<file path="src/rtl/writeback_unit_pkg.sv">
// Shared writeback definitions: register-file geometry, the queued/selected
// result record, and a small helper for the x0 "no architectural write" rule.
package writeback_unit_pkg;

  localparam int XLEN_DEFAULT = 32;
  localparam int REG_ADDR_W   = 5;
  localparam int NUM_REGS     = 32;

  // One writeback request: destination register plus result data.
  typedef struct packed {
    logic [REG_ADDR_W-1:0]   rd;
    logic [XLEN_DEFAULT-1:0] data;
  } wb_req_t;

  localparam wb_req_t WB_REQ_NONE = '{rd: 5'd0, data: 32'h0000_0000};

  // x0 is hard-wired, so only a non-zero destination is a real write.
  function automatic logic rd_writes(input logic [REG_ADDR_W-1:0] rd);
    return (rd != 5'd0);
  endfunction

endpackage

</file>
<file path="src/rtl/writeback_unit_if.sv">
// Bundle of the writeback unit's result, issue, hazard-query and
// register-file write-port signals. Optional forwarding signals appear
// only when WB_BYPASS_EN is defined.
interface writeback_unit_if #(
  parameter int XLEN           = 32,
  parameter int LSU_FIFO_DEPTH = 4
);
  localparam int CNT_W = $clog2(LSU_FIFO_DEPTH) + 1;

  logic             alu_valid;
  logic [4:0]       alu_rd;
  logic [XLEN-1:0]  alu_data;
  logic             alu_stall;
  logic             lsu_valid;
  logic             lsu_ready;
  logic [4:0]       lsu_rd;
  logic [XLEN-1:0]  lsu_data;
  logic             issue_valid;
  logic [4:0]       issue_rd;
  logic [4:0]       rs1_addr;
  logic [4:0]       rs2_addr;
  logic             rs1_pending;
  logic             rs2_pending;
  logic             rf_write_enable;
  logic [4:0]       rf_addr_rd;
  logic [XLEN-1:0]  rf_data_rd;
  logic [CNT_W-1:0] fifo_count;
`ifdef WB_BYPASS_EN
  logic             rs1_fwd_valid;
  logic [XLEN-1:0]  rs1_fwd_data;
  logic             rs2_fwd_valid;
  logic [XLEN-1:0]  rs2_fwd_data;
`endif

  // Writeback unit side.
  modport slave (
    input  alu_valid, alu_rd, alu_data, lsu_valid, lsu_rd, lsu_data,
           issue_valid, issue_rd, rs1_addr, rs2_addr,
    output alu_stall, lsu_ready, rs1_pending, rs2_pending,
           rf_write_enable, rf_addr_rd, rf_data_rd, fifo_count
`ifdef WB_BYPASS_EN
    , output rs1_fwd_valid, rs1_fwd_data, rs2_fwd_valid, rs2_fwd_data
`endif
  );

  // Pipeline / register-file side.
  modport master (
    output alu_valid, alu_rd, alu_data, lsu_valid, lsu_rd, lsu_data,
           issue_valid, issue_rd, rs1_addr, rs2_addr,
    input  alu_stall, lsu_ready, rs1_pending, rs2_pending,
           rf_write_enable, rf_addr_rd, rf_data_rd, fifo_count
`ifdef WB_BYPASS_EN
    , input rs1_fwd_valid, rs1_fwd_data, rs2_fwd_valid, rs2_fwd_data
`endif
  );

endinterface

</file>
<file path="src/rtl/writeback_unit_fifo.sv">
// Circular queue of LSU writeback requests. Registered storage only, so an
// entry pushed into an empty queue is visible at the head one cycle later.
module writeback_unit_fifo
  import writeback_unit_pkg::*;
#(
  parameter  int DEPTH = 4,
  localparam int PTR_W = $clog2(DEPTH),
  localparam int CNT_W = PTR_W + 1
) (
  input  logic             clk,
  input  logic             rst_n,
  input  logic             push,
  input  wb_req_t          push_data,
  input  logic             pop,
  output wb_req_t          pop_data,
  output logic             full,
  output logic             empty,
  output logic [CNT_W-1:0] count
);

  wb_req_t          mem_r [DEPTH];
  logic [PTR_W-1:0] wr_ptr_r;
  logic [PTR_W-1:0] rd_ptr_r;
  logic [CNT_W-1:0] count_r;
  logic             push_ok_s;
  logic             pop_ok_s;

  assign empty     = (count_r == {CNT_W{1'b0}});
  assign full      = (count_r == CNT_W'(DEPTH));
  assign pop_ok_s  = pop && !empty;
  // A pop frees the slot, so a full queue may still accept in the same cycle.
  assign push_ok_s = push && (!full || pop_ok_s);
  assign pop_data  = mem_r[rd_ptr_r];
  assign count     = count_r;

  // Entry storage; contents are don't-care until counted as occupied.
  always_ff @(posedge clk) begin
    if (push_ok_s) begin
      mem_r[wr_ptr_r] <= push_data;
    end
  end

  // Pointers wrap naturally (power-of-two depth); occupancy tracks push/pop.
  always_ff @(posedge clk) begin
    if (!rst_n) begin
      wr_ptr_r <= {PTR_W{1'b0}};
      rd_ptr_r <= {PTR_W{1'b0}};
      count_r  <= {CNT_W{1'b0}};
    end else begin
      if (push_ok_s) begin
        wr_ptr_r <= wr_ptr_r + PTR_W'(1);
      end
      if (pop_ok_s) begin
        rd_ptr_r <= rd_ptr_r + PTR_W'(1);
      end
      case ({push_ok_s, pop_ok_s})
        2'b10:   count_r <= count_r + CNT_W'(1);
        2'b01:   count_r <= count_r - CNT_W'(1);
        default: count_r <= count_r;
      endcase
    end
  end

endmodule

</file>
<file path="src/rtl/writeback_unit.sv">
// Register-file write-port producer: arbitrates ALU results against queued
// LSU results (with a starvation guard for the LSU), registers one write per
// cycle onto the rf_* port and tracks outstanding writes for hazard checks.
// Optional macro WB_BYPASS_EN adds forwarding from the rf_* stage and clears
// scoreboard bits one edge earlier.
module writeback_unit
  import writeback_unit_pkg::*;
#(
  parameter int XLEN           = XLEN_DEFAULT,
  parameter int LSU_FIFO_DEPTH = 4,
  parameter int STARVE_LIMIT   = 8
) (
  input logic              clk,
  input logic              rst_n,
  writeback_unit_if.slave  wb
);

  localparam int CNT_W    = $clog2(LSU_FIFO_DEPTH) + 1;
  localparam int STARVE_W = $clog2(STARVE_LIMIT + 1);

  wb_req_t               lsu_req_s;
  wb_req_t               alu_req_s;
  wb_req_t               fifo_head_s;
  wb_req_t               win_req_s;
  logic                  win_valid_s;
  logic                  fifo_push_s;
  logic                  fifo_pop_s;
  logic                  fifo_full_s;
  logic                  fifo_empty_s;
  logic [CNT_W-1:0]      fifo_count_s;
  logic                  alu_stall_s;
  logic [STARVE_W-1:0]   starve_r;
  logic [STARVE_W-1:0]   starve_next_s;
  logic [NUM_REGS-1:0]   pending_r;
  logic [NUM_REGS-1:0]   pending_next_s;
  logic                  clr_en_s;
  logic [REG_ADDR_W-1:0] clr_addr_s;
  logic                  rf_wen_r;
  logic [REG_ADDR_W-1:0] rf_addr_r;
  logic [XLEN-1:0]       rf_data_r;

  assign lsu_req_s   = '{rd: wb.lsu_rd, data: wb.lsu_data};
  assign alu_req_s   = '{rd: wb.alu_rd, data: wb.alu_data};
  assign fifo_push_s = wb.lsu_valid && !fifo_full_s;

  writeback_unit_fifo #(.DEPTH(LSU_FIFO_DEPTH)) u_wb_fifo (
    .clk       (clk),
    .rst_n     (rst_n),
    .push      (fifo_push_s),
    .push_data (lsu_req_s),
    .pop       (fifo_pop_s),
    .pop_data  (fifo_head_s),
    .full      (fifo_full_s),
    .empty     (fifo_empty_s),
    .count     (fifo_count_s)
  );

  // Arbitration: forced LSU slot when starved, else ALU, else queued LSU.
  always_comb begin
    win_valid_s   = 1'b0;
    win_req_s     = WB_REQ_NONE;
    fifo_pop_s    = 1'b0;
    alu_stall_s   = 1'b0;
    starve_next_s = {STARVE_W{1'b0}};
    if ((starve_r >= STARVE_W'(STARVE_LIMIT)) && !fifo_empty_s) begin
      win_valid_s = 1'b1;
      win_req_s   = fifo_head_s;
      fifo_pop_s  = 1'b1;
      alu_stall_s = wb.alu_valid;
    end else if (wb.alu_valid) begin
      win_valid_s = 1'b1;
      win_req_s   = alu_req_s;
      if (fifo_empty_s) begin
        starve_next_s = {STARVE_W{1'b0}};
      end else if (starve_r >= STARVE_W'(STARVE_LIMIT)) begin
        starve_next_s = starve_r;
      end else begin
        starve_next_s = starve_r + STARVE_W'(1);
      end
    end else if (!fifo_empty_s) begin
      win_valid_s = 1'b1;
      win_req_s   = fifo_head_s;
      fifo_pop_s  = 1'b1;
    end else begin
      win_valid_s = 1'b0;
    end
  end

  // Scoreboard clear point: the registering edge with forwarding, otherwise
  // the commit edge when the register file actually takes the write.
`ifdef WB_BYPASS_EN
  assign clr_en_s   = win_valid_s && rd_writes(win_req_s.rd);
  assign clr_addr_s = win_req_s.rd;
`else
  assign clr_en_s   = rf_wen_r;
  assign clr_addr_s = rf_addr_r;
`endif

  // Next scoreboard: a set on issue overrides a same-edge clear; x0 never pends.
  always_comb begin
    pending_next_s = pending_r;
    for (int i = 0; i < NUM_REGS; i++) begin
      pending_next_s[i] = (wb.issue_valid && (wb.issue_rd == REG_ADDR_W'(i))) ||
                          (pending_r[i] && !(clr_en_s && (clr_addr_s == REG_ADDR_W'(i))));
    end
    pending_next_s[0] = 1'b0;
  end

  // Output write-port registers, starvation counter and scoreboard state.
  always_ff @(posedge clk) begin
    if (!rst_n) begin
      rf_wen_r  <= 1'b0;
      rf_addr_r <= {REG_ADDR_W{1'b0}};
      rf_data_r <= {XLEN{1'b0}};
      starve_r  <= {STARVE_W{1'b0}};
      pending_r <= {NUM_REGS{1'b0}};
    end else begin
      rf_wen_r  <= win_valid_s && rd_writes(win_req_s.rd);
      rf_addr_r <= win_valid_s ? win_req_s.rd : {REG_ADDR_W{1'b0}};
      rf_data_r <= win_valid_s ? XLEN'(win_req_s.data) : {XLEN{1'b0}};
      starve_r  <= starve_next_s;
      pending_r <= pending_next_s;
    end
  end

  assign wb.alu_stall       = alu_stall_s;
  assign wb.lsu_ready       = !fifo_full_s;
  assign wb.fifo_count      = fifo_count_s;
  assign wb.rs1_pending     = pending_r[wb.rs1_addr];
  assign wb.rs2_pending     = pending_r[wb.rs2_addr];
  assign wb.rf_write_enable = rf_wen_r;
  assign wb.rf_addr_rd      = rf_addr_r;
  assign wb.rf_data_rd      = rf_data_r;

`ifdef WB_BYPASS_EN
  assign wb.rs1_fwd_valid = rf_wen_r && (rf_addr_r == wb.rs1_addr) && rd_writes(wb.rs1_addr);
  assign wb.rs1_fwd_data  = rf_data_r;
  assign wb.rs2_fwd_valid = rf_wen_r && (rf_addr_r == wb.rs2_addr) && rd_writes(wb.rs2_addr);
  assign wb.rs2_fwd_data  = rf_data_r;
`endif

endmodule

</file>
<file path="src/flat_wrapper.sv">
// flat-port wrapper written by rule: the top's interface ports become plain ports
module writeback_unit_flat import writeback_unit_pkg::*;
#(
  parameter int XLEN           = XLEN_DEFAULT,
  parameter int LSU_FIFO_DEPTH = 4,
  parameter int STARVE_LIMIT   = 8
)
  (clk, rst_n, wb_alu_valid, wb_alu_rd, wb_alu_data, wb_lsu_valid, wb_lsu_rd, wb_lsu_data, wb_issue_valid, wb_issue_rd, wb_rs1_addr, wb_rs2_addr, wb_alu_stall, wb_lsu_ready, wb_rs1_pending, wb_rs2_pending, wb_rf_write_enable, wb_rf_addr_rd, wb_rf_data_rd, wb_fifo_count);
  writeback_unit_if #(.XLEN(XLEN), .LSU_FIFO_DEPTH(LSU_FIFO_DEPTH)) wb_i ();
  input logic clk;
  input logic rst_n;
  input wire logic [$bits(wb_i.alu_valid)-1:0] wb_alu_valid;
  input wire logic [$bits(wb_i.alu_rd)-1:0] wb_alu_rd;
  input wire logic [$bits(wb_i.alu_data)-1:0] wb_alu_data;
  input wire logic [$bits(wb_i.lsu_valid)-1:0] wb_lsu_valid;
  input wire logic [$bits(wb_i.lsu_rd)-1:0] wb_lsu_rd;
  input wire logic [$bits(wb_i.lsu_data)-1:0] wb_lsu_data;
  input wire logic [$bits(wb_i.issue_valid)-1:0] wb_issue_valid;
  input wire logic [$bits(wb_i.issue_rd)-1:0] wb_issue_rd;
  input wire logic [$bits(wb_i.rs1_addr)-1:0] wb_rs1_addr;
  input wire logic [$bits(wb_i.rs2_addr)-1:0] wb_rs2_addr;
  output wire logic [$bits(wb_i.alu_stall)-1:0] wb_alu_stall;
  output wire logic [$bits(wb_i.lsu_ready)-1:0] wb_lsu_ready;
  output wire logic [$bits(wb_i.rs1_pending)-1:0] wb_rs1_pending;
  output wire logic [$bits(wb_i.rs2_pending)-1:0] wb_rs2_pending;
  output wire logic [$bits(wb_i.rf_write_enable)-1:0] wb_rf_write_enable;
  output wire logic [$bits(wb_i.rf_addr_rd)-1:0] wb_rf_addr_rd;
  output wire logic [$bits(wb_i.rf_data_rd)-1:0] wb_rf_data_rd;
  output wire logic [$bits(wb_i.fifo_count)-1:0] wb_fifo_count;
  assign wb_i.alu_valid = wb_alu_valid;
  assign wb_i.alu_rd = wb_alu_rd;
  assign wb_i.alu_data = wb_alu_data;
  assign wb_i.lsu_valid = wb_lsu_valid;
  assign wb_i.lsu_rd = wb_lsu_rd;
  assign wb_i.lsu_data = wb_lsu_data;
  assign wb_i.issue_valid = wb_issue_valid;
  assign wb_i.issue_rd = wb_issue_rd;
  assign wb_i.rs1_addr = wb_rs1_addr;
  assign wb_i.rs2_addr = wb_rs2_addr;
  assign wb_alu_stall = wb_i.alu_stall;
  assign wb_lsu_ready = wb_i.lsu_ready;
  assign wb_rs1_pending = wb_i.rs1_pending;
  assign wb_rs2_pending = wb_i.rs2_pending;
  assign wb_rf_write_enable = wb_i.rf_write_enable;
  assign wb_rf_addr_rd = wb_i.rf_addr_rd;
  assign wb_rf_data_rd = wb_i.rf_data_rd;
  assign wb_fifo_count = wb_i.fifo_count;
  writeback_unit #(.XLEN(XLEN), .LSU_FIFO_DEPTH(LSU_FIFO_DEPTH), .STARVE_LIMIT(STARVE_LIMIT)) u_core (.clk(clk), .rst_n(rst_n), .wb(wb_i));
endmodule
</file>
<file path="config.mk">
export PLATFORM = sky130hd
export DESIGN_NAME = writeback_unit_flat
export DESIGN_NICKNAME = d
export VERILOG_FILES = /design/src/rtl/writeback_unit_pkg.sv /design/src/rtl/writeback_unit_if.sv /design/src/rtl/writeback_unit_fifo.sv /design/src/rtl/writeback_unit.sv /design/src/flat_wrapper.sv
export SDC_FILE = /design/constraint.sdc
export NUM_CORES = 1
export LEC_CHECK = 0
export ABC_AREA = 1
export CELL_PAD_IN_SITES_DETAIL_PLACEMENT = 1
export CELL_PAD_IN_SITES_GLOBAL_PLACEMENT = 2
export CORE_MARGIN = 4
export CORE_UTILIZATION = 36
export DETAILED_ROUTE_END_ITERATION = 12
export DONT_BUFFER_PORTS = 1
export GPL_ROUTABILITY_DRIVEN = 0
export GPL_TIMING_DRIVEN = 0
export PLACE_DENSITY = 0.77
export SLEW_MARGIN = 20
export SYNTH_ARGS = -nofsm -noshare
export SYNTH_HDL_FRONTEND = slang
export SYNTH_HIERARCHICAL = 1
export SYNTH_SLANG_ARGS = --single-unit
</file>
<file path="constraint.sdc">
create_clock -name clk -period 3.84 [get_ports clk]
set_input_delay 1.152 -clock clk [delete_from_list [all_inputs] [get_ports clk]]
set_output_delay 1.152 -clock clk [all_outputs]
set_load 0.05 [all_outputs]
</file>
==> results of run 1 <==
-- cell type report --
| class | instances | area, um2 |
|---|---|---|
| Multi-Input combinational cell | 635 | 3020 |
| Clock inverter | 16 | 194 |
| Inverter | 69 | 259 |
| Sequential cell | 230 | 6090 |
| Fill cell | 2924 | 15100 |
| Buffer | 47 | 303 |
| Tap cell | 335 | 419 |
| Timing Repair Buffer | 5 | 123 |
| Clock buffer | 32 | 693 |
-- metrics by stage --
step	utilization [%]	instances	hold WS (ps)	setup TNS, ps
6_report	42.3	1369	448	0
3_5_place_dp	38.9	1321	434	0
4_1_cts	42.3	1369	443	0
3_3_place_gp	38.4	1316	429	-265060
5_1_grt	42.3	1369	467	0
2_1_floorplan	-	981	412	-10210
-- how the worst max path moves through the flow --
| stage | startpoint | endpoint | slack, ps | depth (start not counted) |
|---|---|---|---|---|
| 3_5_place_dp | wb_rs2_addr[1] | wb_rs2_pending | 250 | 9 |
| 2_1_floorplan | wb_alu_valid | u_core/u_wb_fifo/mem_r[0][0] | -70 | 8 |
| 6_report | wb_rs2_addr[1] | wb_rs2_pending | 260 | 9 |
| 5_1_grt | u_core/u_wb_fifo/count[2] | u_core/u_wb_fifo/mem_r[1][33] | 100 | 12 |
| 3_3_place_gp | u_core/u_wb_fifo/count[2] | u_core/u_wb_fifo/mem_r[0][27] | -1880 | 11 |
| 4_1_cts | u_core/u_wb_fifo/count[2] | wb_alu_stall | 220 | 6 |
-- cell usage after synthesis, drive strengths merged --
master / count / share of area (%)
nand3: 56 / 3.1
or2: 2 / 0.13
a22o: 1 / 0.091
o31ai: 1 / 0.078
o21ai: 113 / 5.9
inv: 69 / 2.7
buf: 30 / 2.5
nor2: 121 / 5.0
a21oi: 69 / 3.7
fa: 1 / 0.21
o22ai: 37 / 2.4
ha: 6 / 0.78
edfxtp: 148 / 46
nand4: 3 / 0.26
clkbuf: 17 / 0.68
a21boi: 1 / 0.078
xor2: 1 / 0.091
nand2: 221 / 9.1
dfxtp: 82 / 17
nor3: 2 / 0.10
-- cells by family (layout without fill, tap and decap cells) --
kind of cell    count (synthesis)  after routing  synth area share [%]
simple gates                  405            405                  17.7
flops                         230            230                  63.2
compound gates                222            222                  12.2
fa+ha+maj                       7              7                 0.987
buf+inv                       116            169                  5.83
xor+xnor                        1              1                0.0909
-- per-layer routing --
layer / global-route usage (%) / vias up
met5: 0 / -
met4: 3.69 / 2
met3: 4.34 / 29
met2: 33.2 / 156
met1: 24.5 / 3472
li1: - / 3413
-- registers in the layout, indices dropped and copies added (netlist names), named ones only --
signal / cells
u_core/u_wb_fifo/wr_ptr_r: 2
u_core/u_wb_fifo/mem_r: 148
u_core/wb.rf_addr_rd: 5
u_core/u_wb_fifo/count: 3
u_core/starve_r: 4
u_core/wb.rf_data_rd: 32
u_core/u_wb_fifo/rd_ptr_r: 2
u_core/pending_r: 31
u_core/wb.rf_write_enable: 1
-- power by group through the flow --
stage | registers (mW) | clock network [mW] | logic [mW]
finish | 3.25 | 2.54 | 1.20
global route | 3.27 | 2.72 | 1.35
detailed placement | 3.31 | 0 | 1.22
global placement | 3.32 | 0 | 1.13
CTS | 3.26 | 2.59 | 1.23
floorplan | 3.28 | 0 | 0.789
-- what timing repair did --
item,in CTS,in global routing
endpoints found under the setup margin,1,0
setup buffers,0,0
gates resized for setup,1,0
==> metrics.json, run 1 <==
{
  "run_status": {
    "run_status": "finished clean"
  },
  "sta": {
    "report.final.setup_viol": 0,
    "layout_setup_ws_ps": 263,
    "period_needed_ps": 3580,
    "finClkSkew_ps": 25.3,
    "slew_headroom_pct": 50.7,
    "min_period_over_period_pct": 93.1,
    "slew_viol_final": 0,
    "hold_viol": 0,
    "unrepaired_setup_endpoints_after_global_routing": "false",
    "pin_slew_with_the_least_headroom_to_its_limit_ps": 738,
    "max_freq_ghz": 0.280
  },
  "critical_path": {
    "setup.reg_to_reg.worst_slack_ps": 310,
    "critPathMaxFanout": 9,
    "crit_required_ps": 2690,
    "setup.worst_path.start_class": "input port",
    "critical_path_buf_inv_count": 2,
    "critical_path.cell_chain": "buf_2 > inv_1 > nand3_1 > nand3_1 > nand2_1 > nand2_1 > nand2_1 > nand2_1 > nand2_1",
    "crit_reg_reg_endpoint": "u_core/u_wb_fifo/mem_r[1][28]",
    "critical-path-max-stage-delay_ps": 350,
    "r2r_cells": 12,
    "timing.critical_path.max_delay_family": "simple AND/OR/NAND/NOR gates",
    "crit_path_top_delay_cell": "sky130_fd_sc_hd__nand2_1",
    "worst_path_most_repeated_cell": "sky130_fd_sc_hd__nand2_1",
    "endpoint_kind": "primary output",
    "path_class": "in -> out",
    "reg2reg_from": "u_core/u_wb_fifo/count[2]",
    "crit_arrival_ps": 2420
  },
  "flow_run": {
    "cap_violations": 0
  },
  "global_routing": {
    "via_count_of_the_first_global_routing_pass": 7622,
    "grt_first_pass_wirelength_um": 43500,
    "grt_start_max_net_pins": 22,
    "grt.total_usage_pct": 19.0,
    "grt_remaining_overflow": 0,
    "grt_antenna_before_repair": 1
  },
  "power": {
    "pwr-share-seq_pct": 46.5,
    "vdd_drop_max_uv": 407,
    "p_leak_nw": 4.02,
    "p_sw_share_pct": 31.3,
    "power.total_mw": 7.00,
    "clock_power_share_pct": 36.3,
    "combPwrFrac_pct": 17.2,
    "intPower_mw": 4.81,
    "power.density_cell_area_nw_per_um2": 631,
    "switchingPower_mw": 2.19
  },
  "clock_tree": {
    "cts.path.max_buffers": 3,
    "cts_made_buffers": 26,
    "clk_pin_slew_worst_paths_ps": 60,
    "ctsRootBufferMaster": "sky130_fd_sc_hd__clkbuf_16",
    "cts.sink_count": 230,
    "clock_tree_from_tritoncts": "yes",
    "clock_tree.htree_level_count": 1,
    "cts-hold-fix-buffers": 0,
    "clk_latency_ps": 540
  },
  "synth": {
    "post_synth_instance_area_um2": 9630,
    "synth.yosys.seq_area_share_pct": 63.2,
    "synth_warnings": 6,
    "post_synth_inst_count": 981,
    "ys_ff_latch": 230,
    "syn-num-nets": 1082,
    "synth_area_per_cell_um2": 9.82,
    "post_synth_num_cell_types": 34
  },
  "layout": {
    "layout_cell_share_with_drive_strength_beyond_1_pct": 10.4,
    "layout_common_cells": "215 x sky130_fd_sc_hd__nand2_1, 148 x sky130_fd_sc_hd__edfxtp_1, 112 x sky130_fd_sc_hd__nor2_1",
    "finish.instance_area_um2": 11100,
    "finish.net_count": 1115,
    "syn2layout_area_growth_pct": 15.2,
    "layout.cells.most_common": "sky130_fd_sc_hd__nand2_1",
    "num_antenna_cells": 0
  },
  "floorplanning": {
    "initial_utilization_pct": 36.8,
    "core_region_area_um2": 26200,
    "num_io_pins": 139,
    "die_height_um": 172,
    "floorplan.die.width_um": 172,
    "floorplan.die_area_um2": 29400,
    "placementRows": 59
  },
  "placed_design": {
    "post_placement_worst_setup_slack_ps": 245,
    "dp.final_hpwl_um": 19600,
    "place.port_buffers": 0,
    "placement.cell_area_um2": 10200
  },
  "route": {
    "m1WireLength_um": 12300,
    "avgRoutedWirePerCell_um": 20.5,
    "met3_wirelength_um": 1570,
    "drc_errors": 0,
    "antenna_violating_nets_post_route": 0,
    "detail_route.first_pass.iterations": 4,
    "postRouteWirelength_um": 28100,
    "dr_total_vias": 7072,
    "highest_layer": "met5",
    "vias_per_cell": 5.17,
    "drt_iter0_drc": 408,
    "routed-wl-met2_um": 13800
  },
  "hold_path": {
    "hold_start": "u_core/u_wb_fifo/rd_ptr_r[1]",
    "worstHoldPathCells": 1,
    "path_category_of_the_worst_min_delay_check": "reg -> reg"
  }
}
No activity file was read; power rests on OpenSTA's default activity.
==> run 2, diff against run 1 <==
--- a/config.mk
+++ b/config.mk
@@ -5,11 +5,10 @@
 export SDC_FILE = /design/constraint.sdc
 export NUM_CORES = 1
 export LEC_CHECK = 0
-export ABC_AREA = 1
 export CELL_PAD_IN_SITES_DETAIL_PLACEMENT = 1
 export CELL_PAD_IN_SITES_GLOBAL_PLACEMENT = 2
 export CORE_MARGIN = 4
-export CORE_UTILIZATION = 36
+export CORE_UTILIZATION = 40
 export DETAILED_ROUTE_END_ITERATION = 12
 export DONT_BUFFER_PORTS = 1
 export GPL_ROUTABILITY_DRIVEN = 0
==> metrics.json, run 2 <==
{
  "synth": {
    "syn-num-nets": {"value": 743, "change": "was 1082"},
    "synth.most_common_cell": {"value": "sky130_fd_sc_hd__edfxtp_1", "change": "was sky130_fd_sc_hd__nand2_1"},
    "synth_enable_flop_cells": {"value": 148, "change": "unchanged"},
    "post_synth_instance_area": {"value": 9250, "unit": "um2", "change": "was 9630 um2"},
    "post_synth_num_cell_types": {"value": 46, "change": "was 34"},
    "synth_common_cells": {"value": "148 x sky130_fd_sc_hd__edfxtp_1, 82 x sky130_fd_sc_hd__dfxtp_1, 56 x sky130_fd_sc_hd__nor2_1, 44 x sky130_fd_sc_hd__nand2_1, 41 x sky130_fd_sc_hd__a22oi_1", "change": "was 215 x sky130_fd_sc_hd__nand2_1, 148 x sky130_fd_sc_hd__edfxtp_1, 117 x sky130_fd_sc_hd__nor2_1, 82 x sky130_fd_sc_hd__dfxtp_1, 82 x sky130_fd_sc_hd__o21ai_0"},
    "synth.yosys.seq_area_share": {"value": 65.8, "unit": "%", "change": "was 63.2%"},
    "ys_ff_latch": {"value": 230, "change": "unchanged"},
    "synth_area_per_cell": {"value": 14.4, "unit": "um2", "change": "was 9.82 um2"},
    "synth.top_cells.by_area": {"value": "sky130_fd_sc_hd__edfxtp_1 48%, sky130_fd_sc_hd__dfxtp_1 18%, sky130_fd_sc_hd__mux4_2 9.7%, sky130_fd_sc_hd__a22oi_1 3.3%, sky130_fd_sc_hd__a21boi_0 2.5%", "change": "was sky130_fd_sc_hd__edfxtp_1 46%, sky130_fd_sc_hd__dfxtp_1 17%, sky130_fd_sc_hd__nand2_1 8.4%, sky130_fd_sc_hd__nor2_1 4.6%, sky130_fd_sc_hd__o21ai_0 4.3%"},
    "synthDominantAreaCellType": {"value": "sky130_fd_sc_hd__edfxtp_1", "change": "unchanged"},
    "synth_top_flop_cell": {"value": "sky130_fd_sc_hd__edfxtp_1", "change": "unchanged"},
    "synth_top_area_share": {"value": 48.0, "unit": "%", "change": "was 46.1%"},
    "post_synth_inst_count": {"value": 642, "change": "was 981"},
    "synth_warnings": {"value": 6, "change": "unchanged"},
    "ys_async_sr_fraction": {"value": 0, "unit": "%", "change": "unchanged"}
  },
  "clock_tree": {
    "clock_tree.htree_level_count": {"value": 1, "change": "unchanged"},
    "cts_setup_buffers": {"value": 0, "change": "unchanged"},
    "cts.sink_count": {"value": 230, "change": "unchanged"},
    "clk_pin_slew_worst_paths": {"value": 60, "unit": "ps", "change": "about the same"},
    "cts-hold-fix-buffers": {"value": 0, "change": "unchanged"},
    "clk_latency": {"value": 510, "unit": "ps", "change": "was 540 ps"},
    "cts.path.max_buffers": {"value": 3, "change": "unchanged"},
    "clock_tree_from_tritoncts": {"value": "yes", "change": "unchanged"},
    "cts_made_buffers": {"value": 24, "change": "was 26"},
    "ctsRootBufferMaster": {"value": "sky130_fd_sc_hd__clkbuf_16", "change": "unchanged"}
  },
  "layout": {
    "layout_cell_share_with_drive_strength_beyond_1": {"value": 16.3, "unit": "%", "change": "was 10.4%"},
    "largest_register": {"value": "u_core/u_wb_fifo/mem_r", "change": "unchanged"},
    "layout.cells.most_common": {"value": "sky130_fd_sc_hd__edfxtp_1", "change": "was sky130_fd_sc_hd__nand2_1"},
    "fin_util": {"value": 46.1, "unit": "%", "change": "was 42.3%"},
    "largest_reg_flops": {"value": 148, "change": "unchanged"},
    "num_antenna_cells": {"value": 0, "change": "unchanged"},
    "syn2layout_area_growth": {"value": 13.1, "unit": "%", "change": "was 15.2%"},
    "layout_common_cells": {"value": "148 x sky130_fd_sc_hd__edfxtp_1, 82 x sky130_fd_sc_hd__dfxtp_1, 56 x sky130_fd_sc_hd__nor2_1", "change": "was 215 x sky130_fd_sc_hd__nand2_1, 148 x sky130_fd_sc_hd__edfxtp_1, 112 x sky130_fd_sc_hd__nor2_1"},
    "finish.instance_area": {"value": 10500, "unit": "um2", "change": "was 11100 um2"},
    "finish.net_count": {"value": 773, "change": "was 1115"},
    "nFillCells": {"value": 2262, "change": "was 2924"},
    "multi_input_area": {"value": 2950, "unit": "um2", "change": "was 3020 um2"},
    "final_cells": {"value": 974, "change": "was 1369"},
    "area_taken_by_flip_flops_and_latches": {"value": 6090, "unit": "um2", "change": "unchanged"}
  },
  "sta": {
    "layout_setup_ws": {"value": 75.8, "unit": "ps", "change": "was 263 ps"},
    "report.final.setup_viol": {"value": 0, "change": "unchanged"},
    "final.hold.worst_slack": {"value": 479, "unit": "ps", "change": "was 448 ps"},
    "pin_slew_with_the_least_headroom_to_its_limit": {"value": 753, "unit": "ps", "change": "was 738 ps"},
    "hold_viol": {"value": 0, "change": "unchanged"},
    "min_period_over_period": {"value": 98.0, "unit": "%", "change": "was 93.1%"},
    "period_needed": {"value": 3760, "unit": "ps", "change": "was 3580 ps"},
    "slew_headroom": {"value": 49.7, "unit": "%", "change": "was 50.7%"},
    "max_freq": {"value": 0.266, "unit": "GHz", "change": "was 0.280 GHz"},
    "slew_viol_final": {"value": 0, "change": "unchanged"},
    "unrepaired_setup_endpoints_after_global_routing": {"value": "false", "change": "unchanged"},
    "finClkSkew": {"value": 21.0, "unit": "ps", "change": "was 25.3 ps"}
  },
  "placed_design": {
    "placement.cell_area": {"value": 9690, "unit": "um2", "change": "was 10200 um2"},
    "post_placement_worst_setup_slack": {"value": -38.5, "unit": "ps", "change": "was 245 ps"},
    "dp.final_hpwl": {"value": 16000, "unit": "um", "change": "was 19600 um"},
    "place_inst": {"value": 931, "change": "was 1321"},
    "place.port_buffers": {"value": 0, "change": "unchanged"}
  },
  "critical_path": {
    "timing.critical_path.max_delay_family": {"value": "multiplexers", "change": "was simple AND/OR/NAND/NOR gates"},
    "critPathMaxFanout": {"value": 7, "change": "was 9"},
    "critical_path_buf_inv_count": {"value": 1, "change": "was 2"},
    "critical_path.cell_chain": {"value": "buf_6 > mux4_2 > mux2_2 > nand3b_1 > nand4_1", "change": "was buf_2 > inv_1 > nand3_1 > nand3_1 > nand2_1 > nand2_1 > nand2_1 > nand2_1 > nand2_1"},
    "crit_path_top_delay_cell": {"value": "sky130_fd_sc_hd__nand4_1", "change": "was sky130_fd_sc_hd__nand2_1"},
    "path_class": {"value": "in -> out", "change": "unchanged"},
    "endpoint_kind": {"value": "primary output", "change": "unchanged"},
    "crit_arrival": {"value": 2610, "unit": "ps", "change": "was 2420 ps"},
    "setup.worst_path.start_class": {"value": "input port", "change": "unchanged"},
    "critical-path-max-stage-delay": {"value": 500, "unit": "ps", "change": "was 350 ps"},
    "crit_required": {"value": 2690, "unit": "ps", "change": "about the same"}
  },
  "global_routing": {
    "grt_first_pass_wirelength": {"value": 35200, "unit": "um", "change": "was 43500 um"},
    "grt.total_usage": {"value": 17.6, "unit": "%", "change": "was 19.0%"},
    "grt_remaining_overflow": {"value": 0, "change": "unchanged"},
    "grt_start_max_net_pins": {"value": 24, "change": "was 22"},
    "via_count_of_the_first_global_routing_pass": {"value": 6085, "change": "was 7622"},
    "grt_antenna_before_repair": {"value": 0, "change": "was 1"}
  },
  "route": {
    "postRouteWirelength": {"value": 22600, "unit": "um", "change": "was 28100 um"},
    "avgRoutedWirePerCell": {"value": 23.2, "unit": "um", "change": "was 20.5 um"},
    "antenna_violating_nets_post_route": {"value": 0, "change": "unchanged"},
    "drt_iter0_drc": {"value": 337, "change": "was 408"},
    "dr_total_vias": {"value": 5449, "change": "was 7072"},
    "vias_per_cell": {"value": 5.59, "change": "was 5.17"},
    "drc_errors": {"value": 0, "change": "unchanged"},
    "detail_route.first_pass.iterations": {"value": 5, "change": "was 4"}
  },
  "floorplanning": {
    "placementRows": {"value": 55, "change": "was 59"},
    "die_height": {"value": 160, "unit": "um", "change": "was 172 um"},
    "core_region_area": {"value": 22700, "unit": "um2", "change": "was 26200 um2"},
    "floorplan.die_area": {"value": 25600, "unit": "um2", "change": "was 29400 um2"},
    "floorplan.die.width": {"value": 160, "unit": "um", "change": "was 172 um"},
    "initial_utilization": {"value": 40.7, "unit": "%", "change": "was 36.8%"},
    "num_io_pins": {"value": 139, "change": "unchanged"}
  },
  "power": {
    "power.density_cell_area": {"value": 521, "unit": "nW/um2", "change": "was 631 nW/um2"},
    "vdd_drop_max": {"value": 373, "unit": "uV", "change": "was 407 uV"},
    "p_leak": {"value": 3.46, "unit": "nW", "change": "was 4.02 nW"}
  },
  "flow_run": {
    "cap_violations": {"value": 0, "change": "unchanged"}
  },
  "run_status": {
    "run_status": {"value": "finished clean", "change": "unchanged"}
  },
  "hold_path": {
    "path_category_of_the_worst_min_delay_check": {"value": "reg -> reg", "change": "unchanged"}
  }
}
run 2: changes by cell type after synthesis, sizes merged, moves of 31 or more:
| cell | change |
|---|---|
| nand2 | -177 |
| o21ai | -78 |
| nor2 | -65 |
| a21oi | -61 |
| inv | -56 |
| mux4 | +43 |
| nand3 | -43 |
| a22oi | +41 |
| o22ai | -37 |
| a21boi | +31 |
run 2: final cells by class:
type | count | share of cell area (%)
well taps | 285 | 3.41
repair buffers | 4 | 0.765
clock inverters | 10 | 0.896
plain buffers | 34 | 1.71
multi-input cells | 365 | 28.2
flip-flops and latches | 230 | 58.1
clock buffers | 33 | 6.44
inverters | 13 | 0.466
run 2: per-stage QoR:
step,total power [mW],TNS (ps)
floorplan,3.18,0
global placement,3.27,-103870
detailed placement,3.31,-38.5
CTS,5.53,0
global route,5.68,0
finish,5.45,0
run 2: kinds of logic after synthesis:
group	after synthesis	share of synthesized area (%)
fa+ha+maj	7	1.03
simple gates	163	8.32
xor+xnor	6	0.568
flops	230	65.8
mux	64	12.9
buf+inv	47	2.38
compound gates	125	9.05
run 2: worst register-to-register path, stage by stage (launching register included):
cell and delay (ps):
sky130_fd_sc_hd__dfxtp_1 810, sky130_fd_sc_hd__nor3_1 220, sky130_fd_sc_hd__a21oi_1 240, sky130_fd_sc_hd__clkbuf_2 420, sky130_fd_sc_hd__o31a_1 330, sky130_fd_sc_hd__or2b_1 270, sky130_fd_sc_hd__fa_1 400, sky130_fd_sc_hd__nand2b_1 160
sky130_fd_sc_hd__o31ai_1 270, sky130_fd_sc_hd__mux2i_1 210
run 2: repair_timing:
item	CTS	global route
endpoints found under the setup margin	1	4
pin swaps	1	2
gates resized for setup	1	9
run 2: per-layer routing:
| metal | vias up | GRT usage, % | share of wire [%] |
|---|---|---|---|
| li1 | 2491 | - | - |
| met1 | 2796 | 20.6 | 39 |
| met2 | 136 | 31.3 | 52 |
| met3 | 26 | 5.37 | 6.9 |
| met4 | 0 | 4.73 | 1.9 |
| met5 | - | 0 | 0 |
run 2: final timing paths:
check | from | end | slack [ps] | cells past startpoint
min reg2reg | u_core/starve_r[0] | u_core/starve_r[0] | 480 | 1
min | u_core/starve_r[0] | u_core/starve_r[0] | 480 | 1
max reg2reg | u_core/u_wb_fifo/count[1] | u_core/u_wb_fifo/count[2] | 450 | 9
max | wb_rs1_addr[0] | wb_rs1_pending | 80 | 5
run 2: power breakdown:
part           leakage (nW)  switching [mW]  total, mW  internal [mW]
combinational          1.06           0.222      0.364          0.142
clock                 0.370           0.905       2.20           1.30
sequential             2.02           0.123       2.88           2.76
